**src/rtl/datapath_p2.sv**
```systemverilog
// datapath_p2 -- 32-bit single-bus CPU datapath (phase 2).
//
// Holds R0..R15, PC, IR, MAR, MDR, Y, 64-bit Z, HI, LO, InPort, OutPort and
// the CON branch-condition flop. All transfers are driven by one-hot control
// strobes from an external control unit; memory sits outside and returns
// read data on Mdatain.
//
// Ports:
//   outp                 OutPort register contents
//   PCout..InPortout     bus source selects (fixed priority if several set)
//   MARin..OutPortin     register load enables
//   IncPC                ALU computes bus+1 regardless of opcode
//   Read                 MDR input mux takes Mdatain instead of the bus
//   Write                memory write strobe, no internal effect
//   Gra/Grb/Grc          select IR Ra/Rb/Rc field for register addressing
//   Rin/Rout/BAout       write / read / base-address read of selected reg
//   Cout                 sign-extended IR constant onto the bus
//   CONIn                load CON flop from the bus condition
//   Strobe               load InPort from Mdatain
//   Clock, Clear         rising-edge clock, async active-low clear
//   Mdatain              memory / input-device data
//   CON_out              CON flop state

// One general-purpose register: async clear, load on enable.
module datapath_p2_reg #(
  parameter int WIDTH = 32
) (
  input  logic             Clock,
  input  logic             Clear,
  input  logic             i_en,
  input  logic [WIDTH-1:0] i_d,
  output logic [WIDTH-1:0] o_q
);
  always_ff @(posedge Clock or negedge Clear) begin
    if (!Clear)    o_q <= '0;
    else if (i_en) o_q <= i_d;
  end
endmodule

module datapath_p2 #(
  parameter int WIDTH = 32,
  parameter int NREGS = 16
) (
  output logic [WIDTH-1:0] outp,
  input  logic             PCout,
  input  logic             Zhiout,
  input  logic             Zlowout,
  input  logic             MDRout,
  input  logic             HIout,
  input  logic             LOout,
  input  logic             InPortout,
  input  logic             MARin,
  input  logic             Zin,
  input  logic             PCin,
  input  logic             MDRin,
  input  logic             IRin,
  input  logic             Yin,
  input  logic             HIin,
  input  logic             LOin,
  input  logic             OutPortin,
  input  logic             IncPC,
  input  logic             Read,
  input  logic             Write,
  input  logic             Gra,
  input  logic             Grb,
  input  logic             Grc,
  input  logic             Rin,
  input  logic             Rout,
  input  logic             BAout,
  input  logic             Cout,
  input  logic             CONIn,
  input  logic             Strobe,
  input  logic             Clock,
  input  logic             Clear,
  input  logic [WIDTH-1:0] Mdatain,
  output logic             CON_out
);
  localparam int SELW = $clog2(NREGS);

  typedef enum logic [4:0] {
    OP_SUB = 5'b00100,
    OP_AND = 5'b00101,
    OP_OR  = 5'b00110,
    OP_SHR = 5'b00111,
    OP_SHL = 5'b01001,
    OP_NEG = 5'b10000,
    OP_NOT = 5'b10001
  } op_e;

  logic [WIDTH-1:0]   r_pc, r_ir, r_mar, r_mdr, r_y, r_hi, r_lo, r_inport, r_outport;
  logic [2*WIDTH-1:0] r_z;
  logic               r_con;

  logic [WIDTH-1:0]              w_bus, w_alu, w_cext, w_rdata;
  logic [4:0]                    w_opcode;
  logic [SELW-1:0]               w_ra, w_rb, w_rc, w_field;
  logic [1:0]                    w_c2;
  logic [NREGS-1:0]              w_rsel;
  logic [NREGS-1:0][WIDTH-1:0]   w_rf;
  logic                          w_cond;

  // ---- IR field extraction ----
  assign w_opcode = r_ir[31:27];
  assign w_ra     = r_ir[23 +: SELW];
  assign w_rb     = r_ir[19 +: SELW];
  assign w_rc     = r_ir[15 +: SELW];
  assign w_c2     = r_ir[20:19];
  assign w_cext   = {{(WIDTH-19){r_ir[18]}}, r_ir[18:0]};

  // ---- select and encode: OR of the gated fields, decoded one-hot ----
  assign w_field = ({SELW{Gra}} & w_ra) | ({SELW{Grb}} & w_rb) | ({SELW{Grc}} & w_rc);

  always_comb begin
    w_rsel          = '0;
    w_rsel[w_field] = 1'b1;
  end

  // ---- general register file ----
  for (genvar g = 0; g < NREGS; g++) begin : g_rf
    datapath_p2_reg #(.WIDTH(WIDTH)) u_r (
      .Clock (Clock),
      .Clear (Clear),
      .i_en  (Rin & w_rsel[g]),
      .i_d   (w_bus),
      .o_q   (w_rf[g])
    );
  end

  // BAout treats R0 as a hard zero so it can serve as "no base register".
  assign w_rdata = (BAout && (w_field == '0)) ? '0 : w_rf[w_field];

  // ---- bus: priority mux, zero when idle ----
  always_comb begin
    w_bus = '0;
    if (Rout || BAout) w_bus = w_rdata;
    else if (HIout)    w_bus = r_hi;
    else if (LOout)    w_bus = r_lo;
    else if (Zhiout)   w_bus = r_z[2*WIDTH-1:WIDTH];
    else if (Zlowout)  w_bus = r_z[WIDTH-1:0];
    else if (PCout)    w_bus = r_pc;
    else if (MDRout)   w_bus = r_mdr;
    else if (InPortout) w_bus = r_inport;
    else if (Cout)     w_bus = w_cext;
  end

  // ---- ALU: A = Y, B = bus; anything undecoded (ADD, addi, ld, st, br) adds ----
  always_comb begin
    w_alu = r_y + w_bus;
    if (IncPC) begin
      w_alu = w_bus + WIDTH'(1);
    end else begin
      case (w_opcode)
        OP_SUB:  w_alu = r_y - w_bus;
        OP_AND:  w_alu = r_y & w_bus;
        OP_OR:   w_alu = r_y | w_bus;
        OP_SHR:  w_alu = r_y >> w_bus[4:0];
        OP_SHL:  w_alu = r_y << w_bus[4:0];
        OP_NEG:  w_alu = '0 - w_bus;
        OP_NOT:  w_alu = ~w_bus;
        default: w_alu = r_y + w_bus;
      endcase
    end
  end

  // ---- branch condition on the current bus value ----
  always_comb begin
    w_cond = 1'b0;
    case (w_c2)
      2'b00: w_cond = (w_bus == '0);
      2'b01: w_cond = (w_bus != '0);
      2'b10: w_cond = ~w_bus[WIDTH-1];
      2'b11: w_cond = w_bus[WIDTH-1];
      default: w_cond = 1'b0;
    endcase
  end

  // ---- special registers ----
  always_ff @(posedge Clock or negedge Clear) begin
    if (!Clear) begin
      r_pc      <= '0;
      r_ir      <= '0;
      r_mar     <= '0;
      r_mdr     <= '0;
      r_y       <= '0;
      r_z       <= '0;
      r_hi      <= '0;
      r_lo      <= '0;
      r_inport  <= '0;
      r_outport <= '0;
      r_con     <= 1'b0;
    end else begin
      if (PCin)      r_pc      <= w_bus;
      if (IRin)      r_ir      <= w_bus;
      if (MARin)     r_mar     <= w_bus;
      if (MDRin)     r_mdr     <= Read ? Mdatain : w_bus;
      if (Yin)       r_y       <= w_bus;
      if (Zin)       r_z       <= {{WIDTH{1'b0}}, w_alu};
      if (HIin)      r_hi      <= w_bus;
      if (LOin)      r_lo      <= w_bus;
      if (Strobe)    r_inport  <= Mdatain;
      if (OutPortin) r_outport <= w_bus;
      if (CONIn)     r_con     <= w_cond;
    end
  end

  assign outp    = r_outport;
  assign CON_out = r_con;

  // MAR feeds the external memory address path only; Write is consumed outside.
  logic w_unused;
  assign w_unused = ^{Write, r_mar};

endmodule

```
**config.mk**
```make
export PLATFORM = sky130hd
export DESIGN_NAME = datapath_p2
export DESIGN_NICKNAME = d
export VERILOG_FILES = /design/src/rtl/datapath_p2.sv
export SDC_FILE = /design/constraint.sdc
export NUM_CORES = 2
export LEC_CHECK = 0
export BUFFER_PORTS_ARGS = -buffer_cell sky130_fd_sc_hd__buf_2
export CORE_UTILIZATION = 40
export DETAILED_ROUTE_END_ITERATION = 16
export MAX_ROUTING_LAYER = met4
export PLACE_DENSITY_LB_ADDON = 0.25
export SLEW_MARGIN = 10
export SYNTH_ARGS = -nofsm -noshare
export SYNTH_HDL_FRONTEND = slang
export SYNTH_SLANG_ARGS = --single-unit
```
**constraint.sdc**
```tcl
create_clock -name Clock -period 9.24 [get_ports Clock]
set_input_delay 1.848 -clock Clock [delete_from_list [all_inputs] [get_ports Clock]]
set_output_delay 1.848 -clock Clock [all_outputs]
set_load 0.02 [all_outputs]
```
* Yosys cells after proc, flatten, opt, wreduce, memory -nomap -nowiden
Cells that the tools add are included.
Storage, ports and cells: output and inout bits 33, word-level logic and storage cells 94, register bits after elaboration 801
Cells by class: add/subtract/negate cells 4, bitwise operators 25, order comparisons 2, reduce and logical (&&, ||, !) cells 7, equality and inequality tests 10, shifts and indexed selects 2, muxes and demuxes 18
Operators with widths (count):
- 2-to-1 mux 32 bit | 13
- one-hot mux 32 bit (7 select lines) | 1
- binary-select mux 32 bit (select 4 bit) | 1
- adder 32 x 1 -> 32 bit (second input constant) | 1
- adder 32 bit | 1
- bitwise AND 32 bit | 1
- logical NOT 32 bit | 1
- NOT 32 bit | 1
- bitwise OR 32 bit | 1
- nonzero test 32 bit | 1
- << shifter 32 x 5 -> 32 bit | 1
- right shift 32 x 5 -> 32 bit | 1
- subtractor 1 x 32 -> 32 bit (first input constant) | 1
- subtractor 32 bit | 1
- == test 5 x 3 -> 1 bit (second input constant) | 4
- bitwise AND 1 bit | 16
- bitwise AND 4 bit | 3
- == test 5 bit (second input constant) | 2
- bitwise OR 4 bit | 2
- == test 5 x 4 -> 1 bit (second input constant) | 1
- less-than comparator 4 x 5 -> 1 bit (second input constant) | 1
- demux 1 bit (select 4 bit) | 1
- == test 2 bit (second input constant) | 2
- >= comparator 4 x 1 -> 1 bit (second input constant) | 1
- other kinds (8) | 9

* Logic depth before layout (Yosys ltp)
depth after elaboration 12, gate-level depth with buffers 29, depth with buffers taken out 21

* Hierarchy
Synthesis repeated with hierarchy kept, for this count alone.
Unflattened totals: cells, all modules 4480, area total of the unflattened synthesis 48042.3 sq um
By module, submodules not included:
- datapath_p2 | cells each 3392, area each 26521.7 sq um, instances 1, seq. area each 7231.9 sq um
- datapath_p2_reg | cells each 68, area each 1345.0 sq um, instances 16, seq. area each 800.8 sq um

* Worst setup path after synthesis
Ideal clock, no wire load.
path type in2reg, from input port Gra, to register r_z[28], cell stages on the path 25, arrival 8.051 ns, buffers on the path 6, slack 1.046 ns, library setup time 0.143 ns, cell sequence buf_2 a222oi_1 buf_4 mux2i_1 a22oi_1 a211oi_1 o31ai_4 inv_2 clkbuf_1 clkbuf_1 clkbuf_1 buf_1 ha_1 nor2b_1 o31ai_1 a21oi_1 a2111oi_0 o21bai_1 a2111oi_0 nor2_1 a31oi_1 nor3b_1 or4_1 a31oi_1 o221ai_1
On the way: word-level cells in the longest chain between the ends 10
Ends and longest elaborated chain:
- start, declared | RTL line 64 | input logic Gra,
- bitwise AND 4 bit (*) | RTL line 111 | assign w_field = ({SELW{Gra}} & w_ra) | ({SELW{Grb}} & w_rb) | ({SELW{Grc}} & w_rc);
- bitwise OR 4 bit (*) (2 in a row) | RTL line 111
- binary-select mux 32 bit (select 4 bit) or logical NOT 4 bit (tied branches) | RTL line 130 | assign w_rdata = (BAout && (w_field == '0)) ? '0 : w_rf[w_field];
- 2-to-1 mux 32 bit (implied by the code) or logical AND 1 bit (tied branches) | RTL line 130
- 2-to-1 mux 32 bit (*) | RTL line 130
- 2-to-1 mux 32 bit (*) | RTL line 135 | if (Rout || BAout) w_bus = w_rdata;
- adder 32 bit, or another cell as far along | RTL line 160 | default: w_alu = r_y + w_bus;
- one-hot mux 32 bit (7 select lines) | RTL line 152 | case (w_opcode)
- 2-to-1 mux 32 bit (*) | RTL line 149 | if (IncPC) begin
- end signal, assigned | RTL line 197 | if (Zin) r_z <= {{WIDTH{1'b0}}, w_alu};
- end, declared | RTL line 91 | logic [2*WIDTH-1:0] r_z;
Every way passes the cells marked *; elsewhere a longest branch is shown, timed or not. The select of a mux whose other input is x is not followed. A chain may end at the register's enable or synchronous reset.

* Worst setup path in the final report
from input port Grb, to register r_z[28]
On the way: word-level cells in the longest chain between the ends 10
Ends and longest elaborated chain:
- start, declared | RTL line 65 | input logic Grb,
- bitwise AND 4 bit (*) | RTL line 111
- bitwise OR 4 bit (*) (2 in a row) | RTL line 111
- binary-select mux 32 bit (select 4 bit) or logical NOT 4 bit (tied branches) | RTL line 130
- 2-to-1 mux 32 bit (implied by the code) or logical AND 1 bit (tied branches) | RTL line 130
- 2-to-1 mux 32 bit (*) | RTL line 130
- 2-to-1 mux 32 bit (*) | RTL line 135
- adder 32 bit, or another cell as far along | RTL line 160
- one-hot mux 32 bit (7 select lines) | RTL line 152
- 2-to-1 mux 32 bit (*) | RTL line 149
Marked as above.

==> summary.md <==
| Metric | Value |
|---|---|
| Outcome | finished clean |
| Reg2reg start | r_ir[20]$_DFFE_PN0P_ |
| Number of synthesized flops with an enable pin | 0 |
| Die Y-Extent | 335 um |
| Number of global-route vias before repair | 36000 |
| Synth top area cells | dfrtp_1, a21oi_1, mux2i_1 |
| Worst R2R Path Depth | 23 |
| Syn Inst Count | 5126 |
| Reg2reg setup slack | 2.26 ns |
| Worst slew pin tran | 1.21 ns |
| Die area | 112000 um^2 |
| Syn_nets | 5288 |
| CP peak stage delay | 0.58 ns |
| Crit Path Category | in2reg |
| Met2 usage | 0.424 |
| Filler instances | 10800 |
| Vias | 38700 |
| Core Box Area | 109000 um^2 |
| GRT busiest layer | met2 |
| Placer Congestion | 0.959 |
| Initial Util | 0.406 |
| P per Cell Area | 466 nW/um^2 |
| Design area | 49500 um^2 |
| HPWL Detailed | 105000 um |
| CP Capture Type | register |
| Final Max Tran Viols | 0 |
| Per-cell routed wire length | 24.0 um |
| Utilization of the core after routing | 0.452 |
| Final Skew | 0.0378 ns |
| Share of post-route cells with drive strength above 1 | 0.102 |
| Root buffer cell | clkbuf_16 |
| Final hold vios | 0 |
| Met1 GRT Util | 0.407 |
| Seq/Total Area, Yosys | 0.451 |
| Async SR Flop Fraction | 1.00 |
| Most frequent cell after synthesis | dfrtp_1 |
| CP delay by family, top | compound AO/OA/AOI/OAI gates |
| Total CTS buffers | 91 |
| Worst min path class | reg2reg |
| Placed cells | 6388 |
| CTS resizes | 0 |
| Total routed wirelength | 157000 um |
| I/O pin count | 95 |
| Critical Path Fanout Max | 52 |
| WP data arrival | 8.22 ns |
| RR Endpoint | r_z[28]$_DFFE_PN0P_ |
| CP required | 9.73 ns |
| WP buf/inv | 6 |
| Max Buffers Root-to-Sink | 3 |
| Synth top cells by count | dfrtp_1, nand2_1, a21oi_1 |
| Area leader, netlist | dfrtp_1 |
| 1st-pass router iterations | 6 |
| CP startpoint kind | primary input |
| Warnings from Yosys | 0 |
| Total track usage | 0.285 |
| Post-route DRC | 0 |
| Vias/cell | 5.90 |
| Synth Register Bits | 801 |
| Hold Path Origin | g_rf[3].u_r.o_q[26]$_DFFE_PN0P_ |
| Hold path depth | 2 |
| RSZ-0062 raised after global routing | no |
| Achievable Freq | 129 MHz |
| Largest net degree at the start of global routing | 179 |
| Setup violations, final | 0 |
| Nets | 5167 |
| Register area | 20000 um^2 |
| Worst-path cell chain | buf_2 -> a222oi_1 -> buf_12 -> buf_12 -> mux2i_1 -> mux2i_1 -> a22oi_1 -> nand3_1 -> inv_2 -> ha_1 -> o21a_1 -> o31ai_1 -> a21oi_1 -> a2111oi_0 -> buf_4 -> o21bai_1 -> a2111oi_0 -> nor2_1 -> a31oi_1 -> buf_4 -> nor3b_1 -> or4_1 -> a31oi_1 -> o221ai_1 |
| Later-pin clock latency in the skew report | 0.68 ns |
| Hold buffer count at CTS | 0 |
| Dominant synthesized flop cell | dfrtp_1 |
| Area Overhead vs Synth | 11.4% |
| Netlist cell types | 92 |
| Final min period | 7.73 ns |
| DRT antenna net count | 0 |
| Tcrit/Tclk final | 0.837 |
| CTS Sinks | 801 |
| Post-CTS setup buffer count | 0 |
| Initial antenna violation count | 7 |
| Pwr Total | 0.0231 W |
| VDD IR max | 0.348 mV |
| Hold endpoint | g_rf[3].u_r.o_q[26]$_DFFE_PN0P_ |
| Num rows | 121 |
| Worst-path clk slew | 0.06 ns |
| IO buf count | 92 |
| Post-Layout Cell Count | 6558 |
| 1st-iter DRT viols | 4265 |
| Leak | 21.5 nW |
| Rel. slew slack | 0.195 |
| TritonCTS clock tree | yes |
| Overflow left after global routing | 0 |
| H-tree levels | 3 |
| Average size of a mapped cell | 8.67 um^2 |
| Area after DPL | 46500 um^2 |
| Max-cap viol count | 0 |
| First-pass GRT wire length | 237000 um |
| Fin Setup TNS | 0 ns |
| Post-synth top area share | 0.451 |
| Footprint of the multi-input gates | 22600 um^2 |
| Met3 usage | 0.0360 |
| Worst path slowest cell | a222oi_1 |
| Mapped cell area | 44500 um^2 |
| Die Width | 335 um |
-- cell type report --
type                            instances  area share
Clock inverter                         27     0.00627
Multi-Input combinational cell       3781       0.456
Sequential cell                       801       0.405
Timing Repair Buffer                  232      0.0330
Tap cell                             1476      0.0373
Inverter                               98     0.00745
Antenna cell                            5    0.000253
Clock buffer                          138      0.0548
-- metal layers --
metal,up-vias,share of wire
li1,17800,-
met4,0,0.029
met2,1464,0.44
met1,19100,0.46
met3,292,0.066
met5,-,0
-- where the power goes --
| group | switching, W | internal, W |
|---|---|---|
| Sequential | 0.00103 | 0.00510 |
| Combinational | 0.00879 | 0.00451 |
| Clock | 0.00155 | 0.00210 |
-- worst min-delay path: cells and delay by family (launching register included) --
family,cells,cell delay [ns]
flip-flops,1,0.34
AO/OA/AOI/OAI,1,0.06
AND/OR/NAND/NOR,1,0.04
-- per-stage QoR --
step                setup WS [ns]  hold slack, ns
finish                       1.51           0.475
global route                 1.25           0.496
CTS                          1.67           0.479
detailed placement           1.03           0.464
global placement             1.01           0.457
floorplan                    1.05           0.442
-- sequential cells by signal, summed over array words and instances (netlist names) --
signal and count:
r_z 32, r_hi 32, r_pc 32, r_y 32, r_mdr 32, r_inport 32
CON_out 1, r_ir 32, outp 32, g_rf.u_r.o_q 512, r_lo 32
-- kinds of logic after synthesis --
logic type               Yosys count  share of synthesized area
AO/OA/AOI/OAI                   1609                      0.216
buffers and inverters            544                     0.0494
adder cells (fa/ha/maj)          100                     0.0285
flip-flops                       801                      0.451
AND/OR/NAND/NOR                 1629                      0.156
multiplexers                     366                     0.0842
XOR/XNOR                          77                     0.0152
-- worst max path at each step --
stage	cells past startpoint	end	from
3_5_place_dp	23	r_z[28]$_DFFE_PN0P_	Grb
5_1_grt	24	r_z[28]$_DFFE_PN0P_	Gra
3_3_place_gp	24	r_z[30]$_DFFE_PN0P_	Gra
4_1_cts	24	r_z[28]$_DFFE_PN0P_	Grb
6_report	24	r_z[28]$_DFFE_PN0P_	Grb
2_1_floorplan	25	r_z[28]$_DFFE_PN0P_	Gra
-- cells in the final DEF (no fill, tap or decap), drive strengths merged, types with 18 or more instances in the layout --
master  count
a211oi     71
mux2i     301
o211ai     26
inv       100
a311o      33
a21oi     634
and3       19
nor3       42
buf       232
a31oi      23
mux2       65
nor2      595
dfrtp     801
clkbuf    138
and2       31
a22oi      23
nand2b     43
a311oi     29
nand3      85
a21o       37
a221oi     60
clkinv     18
nor2b      27
o21ai     484
o31ai      21
o221ai     22
or3        18
nand2     691
o22ai      38
xnor2      54
xor2       23
nand4      19
ha         98
No activity file was read; power rests on OpenSTA's default activity.
